**config.mk**
```make
export PLATFORM = sky130hd
export DESIGN_NAME = maxnet_input_loader_flat
export DESIGN_NICKNAME = d
export VERILOG_FILES = /design/src/rtl/maxnet_pkg.sv /design/src/rtl/maxnet_input_loader_if.sv /design/src/rtl/maxnet_rise_detect.sv /design/src/rtl/maxnet_input_loader.sv /design/src/flat_wrapper.sv
export SDC_FILE = /design/constraint.sdc
export NUM_CORES = 1
export LEC_CHECK = 0
export CAP_MARGIN = 15
export CORE_MARGIN = 5
export CORE_UTILIZATION = 37
export DETAILED_ROUTE_END_ITERATION = 16
export GPL_ROUTABILITY_DRIVEN = 0
export PLACE_DENSITY = 0.67
export SKIP_LAST_GASP = 1
export SYNTH_ARGS = -nofsm -noshare
export SYNTH_HDL_FRONTEND = slang
export SYNTH_SLANG_ARGS = --single-unit
```
**constraint.sdc**
```tcl
create_clock -name clk -period 2 [get_ports clk]
set_clock_uncertainty 0.1 [all_clocks]
set_input_delay 0.4 -clock clk [delete_from_list [all_inputs] [get_ports clk]]
set_output_delay 0.4 -clock clk [all_outputs]
set_load 0.03 [all_outputs]
```
**src/rtl/maxnet_pkg.sv**
```systemverilog
`default_nettype none
// +----------------------------------------------------------------------+
// | maxnet_pkg: shared defaults and loader state encoding for Maxnet     |
// | Rev 1.0                                                              |
// +----------------------------------------------------------------------+
package maxnet_pkg;

  localparam int DEF_N_NEURONS = 4;
  localparam int DEF_DATA_W    = 16;
  localparam int VEC_CNT_W     = 8;

  typedef enum logic [1:0] {
    LOAD  = 2'd0,
    FLUSH = 2'd1,
    START = 2'd2,
    WAIT  = 2'd3
  } loader_state_t;

endpackage : maxnet_pkg
`default_nettype wire

```
**src/rtl/maxnet_input_loader_if.sv**
```systemverilog
`default_nettype none
// +----------------------------------------------------------------------+
// | maxnet_input_loader_if: stream, memory-write and Maxnet control bus  |
// | Optional clamp_seen signal under MAXNET_NEG_CLAMP_EN. Rev 1.0        |
// +----------------------------------------------------------------------+
interface maxnet_input_loader_if
  import maxnet_pkg::*;
#(
  parameter int N_NEURONS = DEF_N_NEURONS,
  parameter int DATA_W    = DEF_DATA_W,
  parameter int AW        = (N_NEURONS > 1) ? $clog2(N_NEURONS) : 1
);

  logic                 in_valid;
  logic [DATA_W-1:0]    in_data;
  logic                 in_last;
  logic                 in_ready;
  logic                 mem_wr_en;
  logic [AW-1:0]        mem_addr;
  logic [DATA_W-1:0]    mem_wr_data;
  logic                 mx_start;
  logic                 mx_ready;
  logic                 busy;
  logic                 err_len;
  logic [VEC_CNT_W-1:0] vec_count;
`ifdef MAXNET_NEG_CLAMP_EN
  logic                 clamp_seen;

  modport master (
    output in_valid, in_data, in_last, mx_ready,
    input  in_ready, mem_wr_en, mem_addr, mem_wr_data, mx_start,
           busy, err_len, vec_count, clamp_seen
  );

  modport slave (
    input  in_valid, in_data, in_last, mx_ready,
    output in_ready, mem_wr_en, mem_addr, mem_wr_data, mx_start,
           busy, err_len, vec_count, clamp_seen
  );
`else
  modport master (
    output in_valid, in_data, in_last, mx_ready,
    input  in_ready, mem_wr_en, mem_addr, mem_wr_data, mx_start,
           busy, err_len, vec_count
  );

  modport slave (
    input  in_valid, in_data, in_last, mx_ready,
    output in_ready, mem_wr_en, mem_addr, mem_wr_data, mx_start,
           busy, err_len, vec_count
  );
`endif

endinterface : maxnet_input_loader_if
`default_nettype wire

```
**src/rtl/maxnet_rise_detect.sv**
```systemverilog
`default_nettype none
// +----------------------------------------------------------------------+
// | maxnet_rise_detect: rising-edge detect against the registered level  |
// | Rev 1.0                                                              |
// +----------------------------------------------------------------------+
module maxnet_rise_detect (
  input  wire  clk,
  input  wire  rst,
  input  wire  d_i,
  output logic rise_o
);

  logic prev_q;

  always_ff @(posedge clk or negedge rst) begin
    if (!rst) begin
      prev_q <= 1'b0;
    end else begin
      prev_q <= d_i;
    end
  end

  assign rise_o = d_i & ~prev_q;

endmodule : maxnet_rise_detect
`default_nettype wire

```
**src/rtl/maxnet_input_loader.sv**
```systemverilog
`default_nettype none
// +----------------------------------------------------------------------+
// | maxnet_input_loader: loads one vector into Maxnet memory, starts it, |
// | waits for completion. Optional MAXNET_NEG_CLAMP_EN clamps negatives. |
// | Rev 1.0                                                              |
// +----------------------------------------------------------------------+
module maxnet_input_loader
  import maxnet_pkg::*;
#(
  parameter int N_NEURONS = DEF_N_NEURONS,
  parameter int DATA_W    = DEF_DATA_W,
  parameter int AW        = (N_NEURONS > 1) ? $clog2(N_NEURONS) : 1
) (
  input wire clk,
  input wire rst,
  maxnet_input_loader_if.slave bus
);

  loader_state_t        state_q;
  logic [AW-1:0]        idx_q;
  logic                 in_ready_q;
  logic                 mem_wr_en_q;
  logic [AW-1:0]        mem_addr_q;
  logic [DATA_W-1:0]    mem_wr_data_q;
  logic [DATA_W-1:0]    mem_wr_data_d;
  logic                 mx_start_q;
  logic                 busy_q;
  logic                 err_len_q;
  logic [VEC_CNT_W-1:0] vec_count_q;

  logic w_accept;
  logic w_last_pos;
  logic w_frame_err;
  logic w_mx_rise;

  maxnet_rise_detect u_rise (
    .clk    (clk),
    .rst    (rst),
    .d_i    (bus.mx_ready),
    .rise_o (w_mx_rise)
  );

  assign w_accept    = bus.in_valid & in_ready_q;
  assign w_last_pos  = (idx_q == AW'(N_NEURONS - 1));
  // Framing is wrong when in_last and the final index disagree in either direction.
  assign w_frame_err = bus.in_last ^ w_last_pos;

`ifdef MAXNET_NEG_CLAMP_EN
  logic w_neg;
  logic clamp_seen_q;

  assign w_neg         = bus.in_data[DATA_W-1];
  assign mem_wr_data_d = w_neg ? '0 : bus.in_data;

  always_ff @(posedge clk or negedge rst) begin
    if (!rst) begin
      clamp_seen_q <= 1'b0;
    end else if (w_accept) begin
      clamp_seen_q <= (idx_q == '0) ? w_neg : (clamp_seen_q | w_neg);
    end
  end

  assign bus.clamp_seen = clamp_seen_q;
`else
  assign mem_wr_data_d = bus.in_data;
`endif

  always_ff @(posedge clk or negedge rst) begin
    if (!rst) begin
      state_q       <= LOAD;
      idx_q         <= '0;
      in_ready_q    <= 1'b1;
      mem_wr_en_q   <= 1'b0;
      mem_addr_q    <= '0;
      mem_wr_data_q <= '0;
      mx_start_q    <= 1'b0;
      busy_q        <= 1'b0;
      err_len_q     <= 1'b0;
      vec_count_q   <= '0;
    end else begin
      mem_wr_en_q <= 1'b0;
      err_len_q   <= 1'b0;
      mx_start_q  <= 1'b0;
      unique case (state_q)
        LOAD: begin
          if (w_accept) begin
            mem_wr_en_q   <= 1'b1;
            mem_addr_q    <= idx_q;
            mem_wr_data_q <= mem_wr_data_d;
            if (w_frame_err) begin
              err_len_q <= 1'b1;
              idx_q     <= '0;
              busy_q    <= 1'b0;
            end else if (w_last_pos) begin
              state_q    <= FLUSH;
              in_ready_q <= 1'b0;
              busy_q     <= 1'b1;
            end else begin
              idx_q  <= idx_q + AW'(1);
              busy_q <= 1'b1;
            end
          end
        end
        FLUSH: begin
          state_q    <= START;
          mx_start_q <= 1'b1;
        end
        START: begin
          state_q <= WAIT;
        end
        WAIT: begin
          if (w_mx_rise) begin
            state_q     <= LOAD;
            idx_q       <= '0;
            in_ready_q  <= 1'b1;
            busy_q      <= 1'b0;
            vec_count_q <= vec_count_q + VEC_CNT_W'(1);
          end
        end
        default: begin
          state_q <= LOAD;
        end
      endcase
    end
  end

  assign bus.in_ready    = in_ready_q;
  assign bus.mem_wr_en   = mem_wr_en_q;
  assign bus.mem_addr    = mem_addr_q;
  assign bus.mem_wr_data = mem_wr_data_q;
  assign bus.mx_start    = mx_start_q;
  assign bus.busy        = busy_q;
  assign bus.err_len     = err_len_q;
  assign bus.vec_count   = vec_count_q;

endmodule : maxnet_input_loader
`default_nettype wire

```
**src/flat_wrapper.sv**
```systemverilog
// flat-port wrapper written by rule: the top's interface ports become plain ports
module maxnet_input_loader_flat import maxnet_pkg::*;
#(
  parameter int N_NEURONS = DEF_N_NEURONS,
  parameter int DATA_W    = DEF_DATA_W,
  parameter int AW        = (N_NEURONS > 1) ? $clog2(N_NEURONS) : 1
)
  (clk, rst, bus_in_valid, bus_in_data, bus_in_last, bus_mx_ready, bus_in_ready, bus_mem_wr_en, bus_mem_addr, bus_mem_wr_data, bus_mx_start, bus_busy, bus_err_len, bus_vec_count);
  maxnet_input_loader_if #(.N_NEURONS(N_NEURONS), .DATA_W(DATA_W), .AW(AW)) bus_i ();
  input wire clk;
  input wire rst;
  input wire logic [$bits(bus_i.in_valid)-1:0] bus_in_valid;
  input wire logic [$bits(bus_i.in_data)-1:0] bus_in_data;
  input wire logic [$bits(bus_i.in_last)-1:0] bus_in_last;
  input wire logic [$bits(bus_i.mx_ready)-1:0] bus_mx_ready;
  output wire logic [$bits(bus_i.in_ready)-1:0] bus_in_ready;
  output wire logic [$bits(bus_i.mem_wr_en)-1:0] bus_mem_wr_en;
  output wire logic [$bits(bus_i.mem_addr)-1:0] bus_mem_addr;
  output wire logic [$bits(bus_i.mem_wr_data)-1:0] bus_mem_wr_data;
  output wire logic [$bits(bus_i.mx_start)-1:0] bus_mx_start;
  output wire logic [$bits(bus_i.busy)-1:0] bus_busy;
  output wire logic [$bits(bus_i.err_len)-1:0] bus_err_len;
  output wire logic [$bits(bus_i.vec_count)-1:0] bus_vec_count;
  assign bus_i.in_valid = bus_in_valid;
  assign bus_i.in_data = bus_in_data;
  assign bus_i.in_last = bus_in_last;
  assign bus_i.mx_ready = bus_mx_ready;
  assign bus_in_ready = bus_i.in_ready;
  assign bus_mem_wr_en = bus_i.mem_wr_en;
  assign bus_mem_addr = bus_i.mem_addr;
  assign bus_mem_wr_data = bus_i.mem_wr_data;
  assign bus_mx_start = bus_i.mx_start;
  assign bus_busy = bus_i.busy;
  assign bus_err_len = bus_i.err_len;
  assign bus_vec_count = bus_i.vec_count;
  maxnet_input_loader #(.N_NEURONS(N_NEURONS), .DATA_W(DATA_W), .AW(AW)) u_core (.clk(clk), .rst(rst), .bus(bus_i));
endmodule
```
Word level (Yosys, flattened, before mapping)
Cells that the tools add are included.
{"block": "classes", "addsub": 2, "mul": 0, "div_mod_pow": 0, "n_lt_le_gt_ge": 0, "n_eq_ne": 9, "shift": 0, "mux": 24, "bitwise": 4, "n_reduce_logical": 8}
{"op": "2-to-1 mux 2 bit", "n": 7}
{"op": "2-to-1 mux 1 bit", "n": 13}
{"op": "adder 8 x 1 -> 8 bit, second input constant", "n": 1}
{"op": "one-hot mux 2 bit (4 select lines)", "n": 1}
{"op": "AND reduction 4 bit", "n": 2}
{"op": "equality test 2 bit, second input constant", "n": 3}
{"op": "AND reduction 5 bit", "n": 1}
{"op": "!= test 2 x 1 -> 1 bit, second input constant", "n": 2}
{"op": "!= test 2 bit, second input constant", "n": 2}
{"op": "one-hot mux 1 bit (2 select lines)", "n": 2}
{"op": "one-hot mux 2 bit (2 select lines)", "n": 1}
{"op": "AND reduction 2 bit", "n": 2}
{"op": "!= test 3 bit, second input constant", "n": 1}
{"op": "AND reduction 3 bit", "n": 1}
{"op": "adder 2 x 1 -> 2 bit, second input constant", "n": 1}
{"op": "bitwise AND 1 bit", "n": 2}
{"op": "equality test 2 x 1 -> 1 bit, second input constant", "n": 1}
{"op": "zero test 2 bit", "n": 1}
{"op": "nonzero test 2 bit", "n": 1}
{"op": "inverter 1 bit", "n": 1}
{"op": "bitwise XOR 1 bit", "n": 1}
{"block": "word_totals", "regBits": 36, "latch_bits": 0, "mem_bits_rw": 0, "romBits": 0, "inputBits": 21, "output_inout_bits": 31, "word_cells": 58, "memories": 0}

Logic depth before layout (Yosys ltp)
Gate-level depths: netlist of run 1.
{"block": "logic_depth", "depth_word": 5, "mapped_depth": 5, "ltp_nobuf": 5}

Modules after synthesis
A second synthesis of run 1 with hierarchy kept.
{"block": "unflattened", "cells_unflattened": 111, "area_unflattened_um2": 1645.3}
{"module": "maxnet_input_loader", "instances": 1, "cells_per_inst": 109, "area_each_um2": 1606.5, "seq_area_each_um2": 877.1}
{"module": "maxnet_rise_detect", "instances": 1, "cells_per_inst": 2, "area_each_um2": 38.8, "seq_area_each_um2": 25.0}

Least setup slack after synthesis of run 1
No wires, ideal clock.
{"block": "synth_timing", "kind": "register to register", "start": "register u_core.state_q[0]", "end": "register u_core.idx_q[0]", "setup_time_ps": 125, "arrival_ps": 1554, "slack_ps": 222, "path_stages_with_launch": 6, "n_path_buf": 0, "path_cell_list": "dfrtp_1 > inv_1 > ha_1 > a21boi_2 > a2111oi_4 > mux2_2"}
{"block": "synth_via", "elab_chain_cells": 3, "elab_cells_between_ends": 8}
{"item": "start, declared", "line": "maxnet_input_loader.sv:19", "text": "loader_state_t state_q;"}
{"item": "start signal, assigned", "line": "maxnet_input_loader.sv:70", "text": "state_q <= LOAD;"}
{"item": "start signal, assigned", "line": "maxnet_input_loader.sv:95", "text": "state_q <= FLUSH;"}
{"item": "start signal, assigned", "line": "maxnet_input_loader.sv:105", "text": "state_q <= START;"}
{"item": "equality test 2 bit / zero test 2 bit (equally long branches)", "line": "maxnet_input_loader.sv:84", "text": "unique case (state_q)"}
{"item": "!= test 2 bit (no line) (tied with other cells)"}
{"item": "AND reduction 4 bit (no line)"}
{"item": "end signal, assigned", "line": "maxnet_input_loader.sv:99", "text": "idx_q <= idx_q + AW'(1);"}
{"item": "end, declared", "line": "maxnet_input_loader.sv:20", "text": "logic [AW-1:0] idx_q;"}
Parallel ways exist; a longest one is shown, timed or not.
A chain may end at the register's enable or synchronous reset.

Final worst setup path of run 1
{"block": "layout_timing", "start": "register u_core.vec_count_q[3] (netlist: u_core.bus.vec_count[3])", "end": "output port bus_vec_count[3]"}
{"item": "start, declared", "line": "maxnet_input_loader.sv:29", "text": "logic [VEC_CNT_W-1:0] vec_count_q;"}
{"item": "start signal, assigned", "line": "maxnet_input_loader.sv:117", "text": "vec_count_q <= vec_count_q + VEC_CNT_W'(1);"}
{"item": "end, declared", "line": "flat_wrapper.sv:23", "text": "output wire logic [$bits(bus_i.vec_count)-1:0] bus_vec_count;"}
No word-level cell between the ends.

==> out/qor.txt, run 1 <==
Antenna cell count -> 0
Setup TNS -> 0 ns
Max Cap Violations -> 0
Internal -> 2.13 mW
Fin crit share -> 0.969
WL final -> 3.09 mm
DR vias/cell -> 4.72
Input/output buffers -> 51
Grt ovf -> 0
Outcome -> completed
Vias in the first global route -> 1101
PD cells -> 1550 nW/um2
R2r setup slk -> 0.11 ns
First-pass DRT Iterations -> 4
Switching pwr -> 1.32 mW
Static Leak -> 1.01 nW
WP data required -> 1.50 ns
Sequential share of the synthesized area -> 0.582
Met1 Track Usage GR -> 0.152
CTS max path bufs -> 2
Die Span Y -> 74.7 um
Met3 Usage GRT -> 0.0360
Syn Inst Count -> 107
Clock Pin Slew Worst Setup and Hold Paths -> 0.07 ns
Critical Path Max Stage Delay -> 0.71 ns
# IOs -> 52
Commonest non-fill, non-tap cells in the layout -> 50 x clkdlybuf4s50_1, 35 x dfrtp_1, 23 x mux2_2, 6 x ha_1, 6 x clkbuf_8
Layout cells sized above 1 -> 0.240
Initial core utilization -> 0.384
Setup CP Type -> reg2out
Initial antenna violation count -> 0
Iteration-0 DRC Markers -> 26
Global Route Usage Sum -> 0.125
Die X-Extent -> 74.7 um
Highest Clock Rate -> 516 MHz
Critical Path AT -> 1.44 ns
Busiest layer in global routing -> met2
Core Region -> 4030 um2
Crit path cell chain -> clkdlybuf4s50_1
Core Util, Final -> 0.552
Buf/Inv on CP -> 1
Die area -> 5580 um2
Fill cells -> 347
H-tree level count -> 2
# setup viols final -> 0
FF+latch area -> 902 um2
Nets -> 193
Clock sinks -> 36
Post-Syn Nets -> 134
Core Rows -> 23
Largest net degree at the start of global routing -> 37
Worst setup SP type -> flop
Tightest Pin Transition -> 0.451 ns
TritonCTS clock tree -> built
First-pass GRT wire length -> 5.29 mm
Final HPWL DP -> 2.38 mm
M2 GR Usage -> 0.209
Flops & latches, synth -> 36
CTS Root Cell -> clkbuf_8
Vias -> 1025
Number of hold buffers added after CTS -> 0
Most common cell after layout, fill and taps aside -> clkdlybuf4s50_1
CP max stage cell -> clkdlybuf4s50_1
Drt drc -> 0
Synth unique cells -> 27
Number of synthesis warnings -> 0
Flop pwr share -> 0.342
Area Growth Syn to Fin -> 43.7%
Clk_lat worst skew -> 0.28 ns
Worst IR drop on VDD -> 0.000750 V
Wirelength per Cell -> 14.2 um
Post-Syn Area -> 1550 um2
ANT nets after route -> 0
Crit Path Max Fanout -> 6
Comb power frac -> 0.509
Slew Viols, Final -> 0
Clock network fraction of design power -> 0.149
Critical path's top delay family -> buffers and inverters
Min cycle time layout -> 1.94 ns
Footprint of the multi-input gates -> 618 um2
Synthesized area per cell -> 14.5 um2
Fin Hold WS -> 0.381 ns
Relative slew slack -> 0.699
Num CTS Buffers -> 5
Hold/Removal Path Class -> reg2reg
Hold Violations, Final -> 0
Worst setup EP type -> output pin
Switching Share -> 0.383
routing by layer:
metal	vias up	part of all wire
li1	494	-
met1	500	0.40
met2	26	0.52
met3	5	0.064
met4	0	0.020
met5	-	0
sequential cells by signal, indices dropped and copies added (netlist names), 2 cells and up:
register                count
u_core.bus.mem_wr_data     16
u_core.state_q              2
u_core.idx_q                2
u_core.bus.mem_addr         2
u_core.bus.vec_count        8
per-stage QoR:
step           instance area (um2)  instances  worst slack (ns)  power, mW
6_report                      2230        217            0.0614       3.46
5_1_grt                       2230        217          -0.00145       3.70
4_1_cts                       2220        216            0.0440       3.50
3_5_place_dp                  2130        208           -0.0802       2.97
3_3_place_gp                  2130        208           -0.0421       2.92
2_1_floorplan                 1550        107             0.222       2.29
path summary, 6_finish.rpt:
| path | cells past startpoint | start | to |
|---|---|---|---|
| min in group asynchronous | 2 | rst | u_core.bus.vec_count[2] |
| max in group asynchronous | 2 | rst | u_core.bus.in_ready |
| worst max register to register | 5 | u_core.state_q[0] | u_core.idx_q[1] |
| worst min-delay path | 1 | u_core.bus.vec_count[7] | u_core.bus.vec_count[7] |
| worst max-delay path | 1 | u_core.bus.vec_count[3] | bus_vec_count[3] |
| worst min register to register | 1 | u_core.bus.vec_count[7] | u_core.bus.vec_count[7] |
power groups by stage:
stage / Sequential, mW / Combinational, mW / Clock, mW
final: 1.18 / 1.76 / 0.516
after global routing: 1.22 / 1.90 / 0.574
after CTS: 1.19 / 1.77 / 0.538
after detailed placement: 1.20 / 1.77 / 0
after global placement: 1.18 / 1.73 / 0
after floorplan: 1.66 / 0.631 / 0
cell type report:
class,count,share of cell area
sequential,36,0.405
multi-input combinational,65,0.278
timing repair buffer,55,0.242
clock buffer,6,0.0371
tap,50,0.0281
inverter,3,0.00506
clock inverter,2,0.00450
what timing repair did:
| item | CTS | global route |
|---|---|---|
| pin swaps | 0 | 0 |
| endpoints found under the setup margin | 1 | 3 |
| cloned | 0 | 0 |
| resized for setup | 1 | 0 |
| setup buffers | 0 | 1 |
cells in the mapped netlist (all sizes together):
cell type | n | area share
nand3 | 4 | 0.013
xnor2 | 3 | 0.017
mux2 | 24 | 0.17
a211oi | 2 | 0.0097
nor3 | 3 | 0.0097
nor2b | 1 | 0.0040
dfstp | 1 | 0.017
nand2b | 1 | 0.0089
inv | 3 | 0.0073
xor2 | 5 | 0.028
nand4 | 1 | 0.0040
nor3b | 1 | 0.0048
a21boi | 2 | 0.012
nand2 | 2 | 0.0048
nand3b | 1 | 0.0048
nor2 | 3 | 0.0073
and3 | 2 | 0.0081
ha | 6 | 0.048
a2bb2oi | 1 | 0.0057
and4b | 1 | 0.0065
dfrtp | 35 | 0.57
buf | 3 | 0.011
a2111oi | 2 | 0.027
logic make-up after synthesis:
family / synth area share
adders and majority gates: 0.0485
AOI/OAI and AO/OA: 0.0549
DFF: 0.582
buffers and inverters: 0.0186
xor gates and xnor gates: 0.0452
muxes: 0.174
and+or+nand+nor: 0.0759
No activity file was read; power rests on OpenSTA's default activity.
==> inputs of run 2 (changes only) <==
==> constraint.sdc (replaced) <==
create_clock -name clk -period 2 [get_ports clk]
set_clock_uncertainty 0.1 [all_clocks]
set_input_delay 0.6 -clock clk [delete_from_list [all_inputs] [get_ports clk]]
set_output_delay 0.6 -clock clk [all_outputs]
set_load 0.03 [all_outputs]
==> run 2 against run 1 <==
  * Register-to-register slack got worse by 0.02 ns
  * Power shrank 3.9%
  * Worst hold slack worse by 0.010 ns
  * Largest power group unchanged
==> out/qor.txt, run 2 (synthesized netlist as in run 1, its figures left out) <==
Initial antenna violation count -> 0
Critical Path Max Stage Delay -> 0.47 ns
Area Growth Syn to Fin -> 44.7%
Grt ovf -> 0
Nets -> 197
Layout cells sized above 1 -> 0.271
Clk_lat worst skew -> 0.28 ns
Hold Violations, Final -> 0
Switching Share -> 0.402
DR vias/cell -> 4.75
Fin crit share -> 0.986
# IOs -> 52
WL final -> 3.23 mm
Outcome -> completed
Internal -> 1.99 mW
Clock Pin Slew Worst Setup and Hold Paths -> 0.07 ns
Placed Area -> 2190 um2
Vias in the first global route -> 1085
First-pass GRT wire length -> 5.15 mm
Core Rows -> 23
Hold/Removal Path Class -> reg2reg
Core Region -> 4030 um2
Worst setup margin -> 0.0288 ns
First-pass DRT Iterations -> 4
Relative slew slack -> 0.692
Worst setup SP type -> primary input
Worst Hold Path Cells -> 1
R2R cell count -> 5
FF+latch area -> 902 um2
Slew Viols, Final -> 0
Clock sinks -> 36
H-tree level count -> 2
Switching pwr -> 1.34 mW
Comb power frac -> 0.503
ANT nets after route -> 0
RSZ-0062 raised after global routing -> true
Critical path's top delay family -> buffers and inverters
Worst setup EP type -> flop
TritonCTS clock tree -> built
Crit Path Max Fanout -> 3
Max Cap Violations -> 0
Buf/Inv on CP -> 1
Critical Path AT -> 2.04 ns
Antenna cell count -> 0
CP max stage cell -> clkdlybuf4s50_1
Iteration-0 DRC Markers -> 11
Largest net degree at the start of global routing -> 23
Global Route Usage Sum -> 0.125
Drt drc -> 0
Max reg flops -> 16
Most common cell after layout, fill and taps aside -> dfrtp_1
Initial core utilization -> 0.384
# setup viols final -> 0
Highest Clock Rate -> 507 MHz
Cell area after layout -> 2240 um2
Flop pwr share -> 0.356
Input/output buffers -> 51
Clock network fraction of design power -> 0.142
Num CTS Buffers -> 5
Wirelength per Cell -> 14.7 um
Crit path cell chain -> clkdlybuf4s50_1, and3_4, a2111oi_4, mux2_2
Final HPWL DP -> 2.50 mm
Footprint of the multi-input gates -> 632 um2
Die Span Y -> 74.7 um
Vias -> 1045
Setup CP Type -> in2reg
Static Leak -> 1.11 nW
CTS Root Cell -> clkbuf_8
Worst slack, placed -> -0.217 ns
PD cells -> 1480 nW/um2
Crit path depth -> 4
Commonest non-fill, non-tap cells in the layout -> 35 x dfrtp_1, 30 x dlygate4sd2_1, 23 x mux2_2, 20 x clkdlybuf4s50_1, 7 x buf_4
WP data required -> 2.07 ns
Min cycle time layout -> 1.97 ns
Worst IR drop on VDD -> 0.000758 V
CTS max path bufs -> 2
Die X-Extent -> 74.7 um
Fill cells -> 351
Tightest Pin Transition -> 0.463 ns
Die area -> 5580 um2
==> run 2: stage by stage <==
step	utilization	TNS, ns	instances	hold slack, ns	power [mW]
after CTS	0.553	0	220	0.380	3.35
after detailed placement	0.543	-1.13	213	0.374	3.04
after global routing	0.556	-0.00730	220	0.385	3.54
after floorplan	-	0	107	0.204	2.29
final	0.556	0	220	0.371	3.32
after global placement	0.543	-1.10	213	0.356	2.98
==> run 2: cell type report <==
class,instances,area share
Clock buffer,6,0.0324
Inverter,3,0.00503
Tap cell,50,0.0279
Timing Repair Buffer,59,0.248
Multi-Input combinational cell,65,0.282
Clock inverter,1,0.00223
Sequential cell,36,0.403
==> run 2: repair_timing <==
action                                  4_1_cts  5_1_grt
hold buffers                                  0        0
cloned                                        0        0
gates resized for setup                      30        3
setup buffers                                 0        0
pin swaps                                     0        1
endpoints found under the setup margin       30        3
==> run 2: power by group through the flow <==
stage          registers, mW  clock network (mW)  logic [mW]
4_1_cts                 1.19               0.495        1.67
3_5_place_dp            1.21                   0        1.83
2_1_floorplan           1.66                   0       0.631
6_report                1.18               0.470        1.67
3_3_place_gp            1.19                   0        1.79
5_1_grt                 1.22               0.523        1.80
==> run 2: layer usage <==
layer	global-route usage	routed length, um	vias to the layer above
li1	-	-	499
met1	0.149	1250	513
met2	0.197	1680	26
met3	0.0427	210	7
met4	0.0711	79	0
met5	0	0	-
==> run 2: worst paths after layout <==
kind | from | endpoint | slack [ns]
min in group asynchronous | rst | u_core.bus.mem_addr[1] | 0.56
max reg2reg | u_core.state_q[0] | u_core.idx_q[0] | 0.09
max in group asynchronous | rst | u_core.bus.vec_count[0] | 0.96
min reg2reg | u_core.bus.vec_count[7] | u_core.bus.vec_count[7] | 0.37
max | bus_in_last | u_core.idx_q[0] | 0.03
min | u_core.bus.vec_count[7] | u_core.bus.vec_count[7] | 0.37
==> run 2: worst register-to-register path, delay by kind of cell, from the launching register on <==
family	cells	cell delay (ns)
adder cells (fa/ha/maj)	1	0.27
multiplexers	1	0.37
flip-flops	1	0.39
buffers and inverters	1	0.08
AO/OA/AOI/OAI	2	0.57
==> edit 1, RTL diff (flow settings as in run 2) <==
The package constant `VEC_CNT_W` goes from 8 to 10.
--- a/src/rtl/maxnet_pkg.sv
+++ b/src/rtl/maxnet_pkg.sv
@@ -7,7 +7,7 @@
 
   localparam int DEF_N_NEURONS = 4;
   localparam int DEF_DATA_W    = 16;
-  localparam int VEC_CNT_W     = 8;
+  localparam int VEC_CNT_W     = 10;
 
   typedef enum logic [1:0] {
     LOAD  = 2'd0,
Ports: changed (resized bus_vec_count); port bits go from 52 to 54. No check against the original RTL was run, so the function may have changed too.
==> edit 1 against run 2 <==
- setup slack better by 100 ps
- highest routed layer unchanged
- wire length grew 8.8%
- sequential cell count increased by 2
- cell area is 6.0% higher
- worst hold slack worse by 170 ps
- non-clock buffer count is 5 higher
- area after synthesis rose by 7.6%
Power is not compared: it rests on default switching activity, and its combinational part moved more than twofold at a synthesized area within 25%.
==> edit 1: results (changes against run 2) <==
Synthesized Nets=152 (+13%); Power, Total=about 1.4 mW; Via density=4.80 (+1.0%); WL final=3510 um (+8.8%); M1 WL=1400 um (+12%); Post-CTS Resized=31 (+3.3%); largest delay contributor family on the critical path=simple AND/OR/NAND/NOR gates; status=finished, final reports clean; DR WL met2=1840 um (+9.4%); met1 GRT Util=13.8% (-1.1 points); crit path from=bus_mx_ready; number of global-route vias before repair=1212 (+12%); ranking of synthesized cells by area=dfrtp_1 56%, mux2_2 14%, ha_1 5.3%, xnor2_1 2.6%, xor2_1 2.6%; routing usage on met3=4.45% (+0.18 points); total global-route track usage=12.4% (-0.077 points); met2 usage=20.6% (+0.92 points); R2R depth=6 (+1); synth cell count leaders=37 x dfrtp_1, 20 x mux2_2, 9 x nand2_1, 7 x ha_1; largest net degree at the start of global routing=25 (+8.7%); pre-CTS WS=-134 ps (+83.2 ps); number of port buffers=53 (+3.9%); register area share after synthesis=57.1% (-1.1 points); first-pass GRT wire length=5800 um (+13%); initial DRC count=41 (+30); critical path arrival=1930 ps (-110 ps); Hold Slack=197 ps (-174 ps); fin nets=219 (+11%)
edit 1: final cells by class:
class / count / area, um2
fill: 368 / 1980
timing repair buffer: 64 / 582
inverter: 4 / 15.0
multi-input combinational: 78 / 671
clock buffer: 7 / 86.3
tap: 52 / 65.1
sequential: 38 / 952
clock inverter: 1 / 5.00
edit 1: cells by family after synthesis:
family                   synth area share, %
multiplexers                            13.5
AND/OR/NAND/NOR                         11.0
XOR/XNOR                                5.26
flip-flops                              57.1
AO/OA/AOI/OAI                           5.26
adder cells (fa/ha/maj)                 5.26
buffers and inverters                   2.63
edit 1: stage by stage:
step                std cells  setup TNS, ps
finish                    244              0
global placement          236           -345
floorplan                 124              0
global route              244              0
CTS                       244              0
detailed placement        236           -546
edit 1: worst register-to-register path, cell delays in order, from the launching register on:
cell	delay [ps]
dfrtp_1	380
inv_1	100
ha_1	220
a21boi_4	160
a211oi_4	230
nor2b_1	70
or3_1	360
==> edit 2, RTL diff (settings of run 2) <==
Made on the original files. Re-encode `loader_state_t` (4 states) as Gray code, 2 bits wide.
--- a/src/rtl/maxnet_pkg.sv
+++ b/src/rtl/maxnet_pkg.sv
@@ -10,10 +10,10 @@
   localparam int VEC_CNT_W     = 8;
 
   typedef enum logic [1:0] {
-    LOAD  = 2'd0,
-    FLUSH = 2'd1,
-    START = 2'd2,
-    WAIT  = 2'd3
+    LOAD  = 2'b00,
+    FLUSH = 2'b01,
+    START = 2'b11,
+    WAIT  = 2'b10
   } loader_state_t;
 
 endpackage : maxnet_pkg
Formal check against the unedited RTL: no difference found for any inputs over 10 cycles, from zero or initial values and one cycle with rst low; not proved beyond that.
==> edit 2 against run 2 <==
- sequential cell count unchanged
- wire length is 4.8% lower
- cell area down 3.1%
- setup slack improved by 36 ps
- critical path depth fell by 3
- non-clock buffer count fell by 1
- highest routed layer unchanged
- register-to-register slack better by 220 ps
- die area is 2.4% lower
- area after synthesis down 2.7%
- via count shrank 6.0%
Power is not compared: it rests on default switching activity, and its combinational part moved more than twofold at a synthesized area within 25%.
==> edit 2: results (changes against run 2) <==
layout cell share with drive strength beyond 1=20.4% (-6.7 points); Clock Latency Late Sink=280 ps (about the same); ranking of synthesized cells by area=dfrtp_1 58%, mux2_4 10%, mux2_1 3.7%, xnor2_1 2.3%, xor2_1 2.3%; met3 wire len=157 um (-25%); reg-to-reg endpoint=u_core.bus.mem_wr_data[8]; WL final=3070 um (-4.8%); max frequency=0.517 GHz (+1.8%); fin nets=185 (-6.1%); placed cells=205 (-3.8%); Synthesized Nets=124 (-7.5%); final setup fails=0 (unchanged); post-CTS setup buffers=0 (unchanged); Hold Slack=251 ps (-120 ps); number of port buffers=51 (unchanged); total global-route track usage=12.5% (+0.043 points); synth cell count leaders=35 x dfrtp_1, 10 x mux2_4, 9 x nand2_1, 5 x mux2_1; status=finished, final reports clean; DR WL/cell=14.5 um (-1.2%); Critical Path Slowest Stage Cell=dfstp_2; pre-CTS WS=-169 ps (+47.9 ps); CTS H-tree lvls=2 (unchanged); register area share after synthesis=59.9% (+1.6 points); largest delay contributor family on the critical path=flip-flops; Logic power comb=approximately 0.064 mW; Worst Tran Pin Value=445 ps (-17.2 ps); Cell Area, Placed=2110 um2 (-3.7%); worst stage delay on the critical path=550 ps (+80 ps); CP Capture Point=bus_in_ready; crit path from=u_core.bus.in_ready; Hold Path Class=in2async; HPWL after DPL=2270 um (-9.2%); Via density=4.63 (-2.5%); Post-Syn Instances=101 (-5.6%); DR WL met2=1630 um (-3.0%); first-pass GRT wire length=5090 um (-1.1%); Fillers=348 (-0.85%); largest net degree at the start of global routing=37 (+61%); critical path arrival=1240 ps (-800 ps); Distinct cells, synth=30 (+11%); number of global-route vias before repair=1053 (-2.9%); Crit Path Max Fanout=4 (+1); Leakage=about 1.2 nW; TritonRoute pass-1 iters=3 (-1); R2R depth=3 (-2); initial DRC count=63 (+52); setup slack, reg-to-reg=310 ps (+220 ps); M1 WL=1240 um (-1.5%)
-- edit 2: cell types whose count changed after synthesis, sizes merged, moves of 3 or more --
| cell | delta |
|---|---|
| nand2 | +7 |
| mux2 | -6 |
| ha | -4 |
| a21o | +3 |
| inv | -3 |
-- edit 2: metal layers --
metal / vias up / track usage, %
met5: - / 0
met4: 0 / 6.04
met3: 4 / 4.10
met2: 24 / 21.2
met1: 485 / 14.2
li1: 469 / -
-- edit 2: layout make-up --
cell class              instances  area [um2]  area share, %
clock buffers                   7        96.3           4.44
well taps                      50        62.6           2.88
repair buffers                 58         539           24.8
multi-input cells              61         572           26.3
flip-flops and latches         36         902           41.5
-- edit 2: repair_timing --
action                                 CTS  global route
setup endpoints to repair               29             2
resized for setup                       29             2
endpoints found under the hold margin    0             0
-- edit 2: logic make-up after synthesis --
logic type	Yosys count	synth area share [%]
mux	18	15.9
simple gates	26	11.1
buf+inv	4	3.16
xor+xnor	8	4.65
compound gates	7	3.57
fa+ha+maj	2	1.66
flops	36	59.9
